### config.mk
export PLATFORM = sky130hd
export DESIGN_NAME = pu_ifetch
export DESIGN_NICKNAME = d
export VERILOG_FILES = /design/src/rtl/pu_ifetch.sv
export SDC_FILE = /design/constraint.sdc
export NUM_CORES = 1
export LEC_CHECK = 0
export BUFFER_PORTS_ARGS = -buffer_cell sky130_fd_sc_hd__buf_2
export CORE_AREA = 2 2 144 203
export DETAILED_ROUTE_END_ITERATION = 8
export DIE_AREA = 0 0 146 205
export HOLD_SLACK_MARGIN = 0.02
export SLEW_MARGIN = 20
export SYNTH_ARGS = -nofsm -noshare
export SYNTH_HDL_FRONTEND = slang
export SYNTH_SLANG_ARGS = --single-unit
### constraint.sdc
create_clock -name clk_i -period 2.9 [get_ports clk_i]
set_input_delay 0.145 -clock clk_i [delete_from_list [all_inputs] [get_ports clk_i]]
set_output_delay 0.145 -clock clk_i [all_outputs]
set_load 0.05 [all_outputs]
### src/rtl/pu_ifetch.sv
// Instruction prefetch unit: fetches bus words into a small buffer and hands out 16-bit halfwords.
// Latency: first instruction one cycle after its read completes (same cycle with PU_IFETCH_BYPASS_EN).
// Backpressure: stops issuing reads while the buffer is full; instr_rdy_i stalls the halfword stream.
//
// Optional feature macro: PU_IFETCH_BYPASS_EN (buffer-empty bypass of the returning read word).
// Ports:
//   clk_i, rst_i                 clock, synchronous active-high reset
//   redir_i, redir_addr_i        redirect/flush with new halfword address
//   pi1_op_o/addr_o/data_o/sel_o bus request (read only, data_o tied to 0)
//   pi1_data_i, pi1_rdy_i        bus read data and completion
//   instr_o/addr_o/vld_o, instr_rdy_i  head halfword stream
//   empty_o                      buffer holds no words
module pu_ifetch #(
  parameter int ARCHBITSZ = 32,
  parameter int BUFSZ     = 4,
  localparam int ADDRBITSZ = ARCHBITSZ - $clog2(ARCHBITSZ/8)
) (
  input  logic                   clk_i,
  input  logic                   rst_i,
  input  logic                   redir_i,
  input  logic [ARCHBITSZ-2:0]   redir_addr_i,
  output logic [1:0]             pi1_op_o,
  output logic [ADDRBITSZ-1:0]   pi1_addr_o,
  output logic [ARCHBITSZ-1:0]   pi1_data_o,
  output logic [ARCHBITSZ/8-1:0] pi1_sel_o,
  input  logic [ARCHBITSZ-1:0]   pi1_data_i,
  input  logic                   pi1_rdy_i,
  output logic [15:0]            instr_o,
  output logic [ARCHBITSZ-2:0]   instr_addr_o,
  output logic                   instr_vld_o,
  input  logic                   instr_rdy_i,
  output logic                   empty_o
);

  localparam int HPW    = ARCHBITSZ / 16;       // halfwords per bus word
  localparam int HWBITS = $clog2(HPW);
  localparam int PTRW   = $clog2(BUFSZ);
  localparam int CNTW   = PTRW + 1;
  localparam logic [CNTW-1:0]   FULL    = CNTW'(BUFSZ);
  localparam logic [HWBITS-1:0] LAST_HW = HWBITS'(HPW - 1);

  typedef enum logic [1:0] {IDLE = 2'd0, REQ = 2'd1, DRAIN = 2'd2} state_t;

  state_t                 state_q, state_d;
  logic                   fetch_en_q;
  logic [ADDRBITSZ-1:0]   fetch_addr_q;   // address of the read on the bus / next to issue
  logic [ADDRBITSZ-1:0]   drain_addr_q;   // redirect target parked while a stale read drains
  logic [ARCHBITSZ-1:0]   mem_q [BUFSZ];
  logic [PTRW-1:0]        rd_ptr_q, wr_ptr_q;
  logic [CNTW-1:0]        count_q, count_nxt;
  logic [HWBITS-1:0]      hd_off_q;       // next halfword to pop within the head word
  logic [ARCHBITSZ-2:0]   instr_addr_q;

  logic [ADDRBITSZ-1:0]   redir_word;
  logic [HWBITS-1:0]      redir_off;
  logic                   buf_empty, push, pop, free, bypass, vld;
  logic [ARCHBITSZ-1:0]   head_word;
  logic [15:0]            head_hw;

  assign redir_word = redir_addr_i[ARCHBITSZ-2:HWBITS];
  assign redir_off  = redir_addr_i[HWBITS-1:0];

  // A redirect in the same cycle wins over both push and pop.
  assign buf_empty = (count_q == '0);
  assign push      = (state_q == REQ) && pi1_rdy_i && !redir_i;

`ifdef PU_IFETCH_BYPASS_EN
  assign bypass = buf_empty && push;
`else
  assign bypass = 1'b0;
`endif

  assign head_word = bypass ? pi1_data_i : mem_q[rd_ptr_q];
  assign head_hw   = 16'(head_word >> {hd_off_q, 4'b0000});
  assign vld       = !rst_i && (!buf_empty || bypass);
  assign pop       = vld && instr_rdy_i && !redir_i;
  assign free      = pop && (hd_off_q == LAST_HW);
  // On a bypassed pop that frees the word, push and free cancel and both pointers advance together.
  assign count_nxt = count_q + CNTW'(push) - CNTW'(free);

  assign instr_vld_o  = vld;
  assign instr_o      = vld ? head_hw : 16'h0000;
  assign instr_addr_o = rst_i ? '0 : instr_addr_q;
  assign empty_o      = rst_i || buf_empty;
  assign pi1_data_o   = '0;

  always_comb begin
    state_d    = state_q;
    pi1_op_o   = 2'b00;
    pi1_addr_o = '0;
    pi1_sel_o  = '0;
    unique case (state_q)
      IDLE: begin
        if (redir_i || (fetch_en_q && (count_q < FULL))) state_d = REQ;
      end
      REQ: begin
        if (redir_i)                                  state_d = pi1_rdy_i ? REQ : DRAIN;
        else if (pi1_rdy_i && !(count_nxt < FULL))    state_d = IDLE;
      end
      DRAIN: begin
        if (pi1_rdy_i) state_d = REQ;
      end
      default: state_d = IDLE;
    endcase
    // DRAIN keeps the stale read's address on the bus until it completes.
    if (!rst_i && (state_q != IDLE)) begin
      pi1_op_o   = 2'b10;
      pi1_addr_o = fetch_addr_q;
      pi1_sel_o  = '1;
    end
  end

  always_ff @(posedge clk_i) begin
    if (push) mem_q[wr_ptr_q] <= pi1_data_i;
  end

  always_ff @(posedge clk_i) begin
    if (rst_i) begin
      state_q      <= IDLE;
      fetch_en_q   <= 1'b0;
      fetch_addr_q <= '0;
      drain_addr_q <= '0;
      rd_ptr_q     <= '0;
      wr_ptr_q     <= '0;
      count_q      <= '0;
      hd_off_q     <= '0;
      instr_addr_q <= '0;
    end else begin
      state_q <= state_d;
      if (redir_i) begin
        fetch_en_q   <= 1'b1;
        rd_ptr_q     <= '0;
        wr_ptr_q     <= '0;
        count_q      <= '0;
        hd_off_q     <= redir_off;
        instr_addr_q <= redir_addr_i;
        if ((state_q != IDLE) && !pi1_rdy_i) drain_addr_q <= redir_word;
        else                                 fetch_addr_q <= redir_word;
      end else begin
        count_q <= count_nxt;
        if (push) begin
          wr_ptr_q     <= wr_ptr_q + PTRW'(1);
          fetch_addr_q <= fetch_addr_q + ADDRBITSZ'(1);
        end
        if (state_q == DRAIN && pi1_rdy_i) fetch_addr_q <= drain_addr_q;
        if (pop) begin
          instr_addr_q <= instr_addr_q + (ARCHBITSZ-1)'(1);
          hd_off_q     <= free ? '0 : hd_off_q + HWBITS'(1);
        end
        if (free) rd_ptr_q <= rd_ptr_q + PTRW'(1);
      end
    end
  end

endmodule

==> summary.md <==
| Metric | Value |
|---|---|
| Average wire per standard cell | roughly 19 um |
| Initial DRC Count | between 500 and 600 |
| Die W | 146 um |
| Initial antenna violation count | 1 |
| Clock share of power | a little over two fifths |
| Final worst slack | between 0.15 and 0.2 ns |
| Routed vias/inst | between 5 and 6 |
| Remaining DRCs | 0 |
| Synth Flop Type | edfxtp_1 |
| Switching part of the total power | 25.2% |
| Design area | 13800 sq um |
| Flops & latches, synth | 232 |
| Peak supply drop | 572 uV |
| # clock sinks | 232 |
| Hold Crit Class | in2reg |
| Sequential cell area | about 6000 sq um |
| Switching Power | between 2 and 2.5 mW |
| Hold Vio Cnt, Final | 0 |
| Minimum clock period | ~2.7 ns |
| Initial Util | 39.4% |
| Final Power | approximately 8.1 mW |
| Synth area leaders | edfxtp_1 (35%), dfxtp_1 (19%), mux4_2 (6.5%) |
| Final period util | between 90% and 100% |
| Clk_skew | roughly 0.018 ns |
| CTS Buf Count | 25 |
| GRT Overall Usage | approximately 20% |
| Worst-margin pin slew | between 0.6 and 0.7 ns |
| Post-synthesis sequential area ratio | a little over half |
| DP HPWL | ~20000 um |
| Post-Route WL | between 30000 and 40000 um |
| Vias | a little under 9000 |
| Cell Int Power | 6.08 mW |
| Area occupied by multi-input gates | ~4700 sq um |
| Gp weighted congestion | roughly 0.86 |
| # H-tree levels | 1 |
| Leakage Power | a little over 5 nW |
| Port Buffers | 151 |
| IO Pins | between 150 and 200 |
| RSZ-0062 raised after global routing | no |
| Die area | between 20000 and 30000 sq um |
| Netlist cell types | slightly below 70 |
| Clock Latency Late Sink | 0.53 ns |
| Area post-placement | 12300 sq um |
| Sequential share of power | between 40% and 50% |
| Syn avg cell area | 10.9 sq um |
| Yosys warning total | 0 |
| Clock slew at reported path FFs | 0.06 ns |
| Max Fclk | 366 MHz |
| Max cap viols | 0 |
| Combinational power share | between 10% and 20% |
| Crit start category | flop |
| Max-slew violations | 0 |
| Endpoints failing setup | 0 |
| Row cnt | 73 |
| TritonCTS clock tree | built |
| Utilization after layout | 49.0% |
| Crit path capture type | flop |
| Post-synthesis cell area | about 11000 sq um |
| DIE HEIGHT | ~200 um |
| Clk buf depth | 3 |
| Setup Total Neg Slack | 0 ns |
| Drt pass-1 iters | 5 |
| First-pass GRT wire length | 47400 um |
| Core box area | approximately 28000 sq um |
| Slew headroom | a little under three fifths |
| GRT overflow | 0 |
| DRT antenna net count | 0 |
| EDFF count, synth | 128 |
| Layout cell share with drive strength beyond 1 | 22.0% |
| Arr. time, crit path | 3.13 ns |
| Fillers | 2612 |
| Final Net Count | ~1300 |
| Place WS | approximately 0.12 ns |
| Post-CTS Setup Bufs | 0 |
| CP Class | reg2reg |
| Cell taking the most area after synthesis | edfxtp_1 |
| Status | finished, final reports clean |
| Largest net degree at the start of global routing | around 140 |
| Synth-to-layout area growth | 24.3% |
| Number of global-route vias before repair | between 8000 and 9000 |
| Top cell type's share of synthesized area | 34.7% |
| Async set or reset register ratio after synthesis | 0% |
| Max FO, Critical Path | 3 |
| Req. time, crit path | around 3.3 ns |
| Clock Tree Root | clkbuf_16 |
| Cells after Synth | 1020 |
| PwrDens | about 590 nW/um^2 |
==> layer usage <==
metal | track usage, % | up-vias | routed length [um]
met5 | 0 | - | 0
met2 | 36.5 | 301 | 15600
met1 | 23.4 | 4203 | 11800
met4 | 9.57 | 0 | 1470
li1 | - | 4089 | -
met3 | 2.92 | 66 | 1760
==> critical path, stage by stage, from the launching register on <==
cell       delay, ns
dfxtp_1         0.35
nor3_2          0.23
nor3_1          0.09
and2_1          0.19
ha_1            0.28
inv_1           0.04
ha_1            0.18
fa_1            0.40
xor2_2          0.21
mux2_2          0.19
a221oi_1        0.06
a2111oi_0       0.38
==> sequential cells by signal, indices dropped and copies added (netlist names), named ones only <==
register	count
count_q	3
instr_addr_q	31
hd_off_q	1
wr_ptr_q	2
state_q	2
fetch_addr_q	30
fetch_en_q	1
drain_addr_q	30
mem_q	128
rd_ptr_q	2
==> final cells by class <==
cell class	instances	share of cell area [%]
Sequential cell	232	43.0
Multi-Input combinational cell	696	34.0
Inverter	19	0.517
Antenna cell	1	0.0181
Clock inverter	12	1.57
Clock buffer	33	4.83
Tap cell	375	3.40
Timing Repair Buffer	251	12.7
==> path summary, 6_finish.rpt <==
| check | startpoint | endpoint | slack [ns] | depth (start not counted) |
|---|---|---|---|---|
| worst min-delay path | instr_rdy_i | instr_addr_q[1] | 0.12 | 4 |
| worst min register to register | drain_addr_q[22] | drain_addr_q[22] | 0.45 | 2 |
| worst max-delay path | count_q[1] | state_q[0] | 0.17 | 11 |
| worst max register to register | count_q[1] | state_q[0] | 0.17 | 11 |
==> cells in the final DEF (no fill, tap or decap), drive strengths merged, types with 6 or more instances in the layout <==
master	count
and2	32
nand2	99
nor3	24
a211oi	29
xnor2	10
o21ai	29
bufinv	6
a22oi	6
a221oi	7
nand3	29
edfxtp	128
nor2	83
inv	18
xor2	29
or3	6
a21oi	61
mux2i	21
dfxtp	104
conb	33
o22ai	7
nand4	27
ha	8
dlygate4sd3	64
nor2b	29
buf	187
a311oi	7
mux4	32
and3	14
and4	6
clkbuf	33
==> synthesized netlist by cell type, drive strengths merged (14+ instances only) <==
| cell | instances |
|---|---|
| a211oi | 29 |
| a21oi | 61 |
| and2 | 32 |
| and3 | 14 |
| buf | 58 |
| clkbuf | 47 |
| dfxtp | 104 |
| edfxtp | 128 |
| inv | 17 |
| mux2i | 21 |
| mux4 | 32 |
| nand2 | 99 |
| nand3 | 29 |
| nand4 | 27 |
| nor2 | 83 |
| nor2b | 29 |
| nor3 | 24 |
| o21ai | 29 |
| xor2 | 29 |
==> stage by stage <==
stage          std cells  hold WS, ns
2_1_floorplan       1052        0.244
3_3_place_gp        1509        0.358
3_5_place_dp        1509        0.362
4_1_cts             1618       0.0968
5_1_grt             1619        0.117
6_report            1619        0.118
==> power groups by stage <==
stage / registers (mW) / clock network, mW / logic (mW)
5_1_grt: 3.72 / 3.64 / 1.07
6_report: 3.70 / 3.43 / 0.996
3_5_place_dp: 3.78 / 0 / 0.928
4_1_cts: 3.70 / 3.52 / 0.999
3_3_place_gp: 3.77 / 0 / 0.919
2_1_floorplan: 3.74 / 0 / 0.683
==> what timing repair did <==
item                                   4_1_cts  5_1_grt
resized for setup                            0        2
setup endpoints to repair                    0        1
endpoints found under the hold margin      185        0
hold buffers                                64        0
==> cell families after synthesis <==
| kind of cell | Yosys count | share of synthesized area [%] |
|---|---|---|
| compound gates | 188 | 11.1 |
| xor+xnor | 39 | 3.08 |
| fa+ha+maj | 9 | 1.08 |
| buf+inv | 124 | 5.61 |
| flops | 232 | 53.4 |
| mux | 55 | 8.60 |
| other cells | 1 | 0.0338 |
| simple gates | 372 | 17.1 |
(Power assumes the default switching activity.)
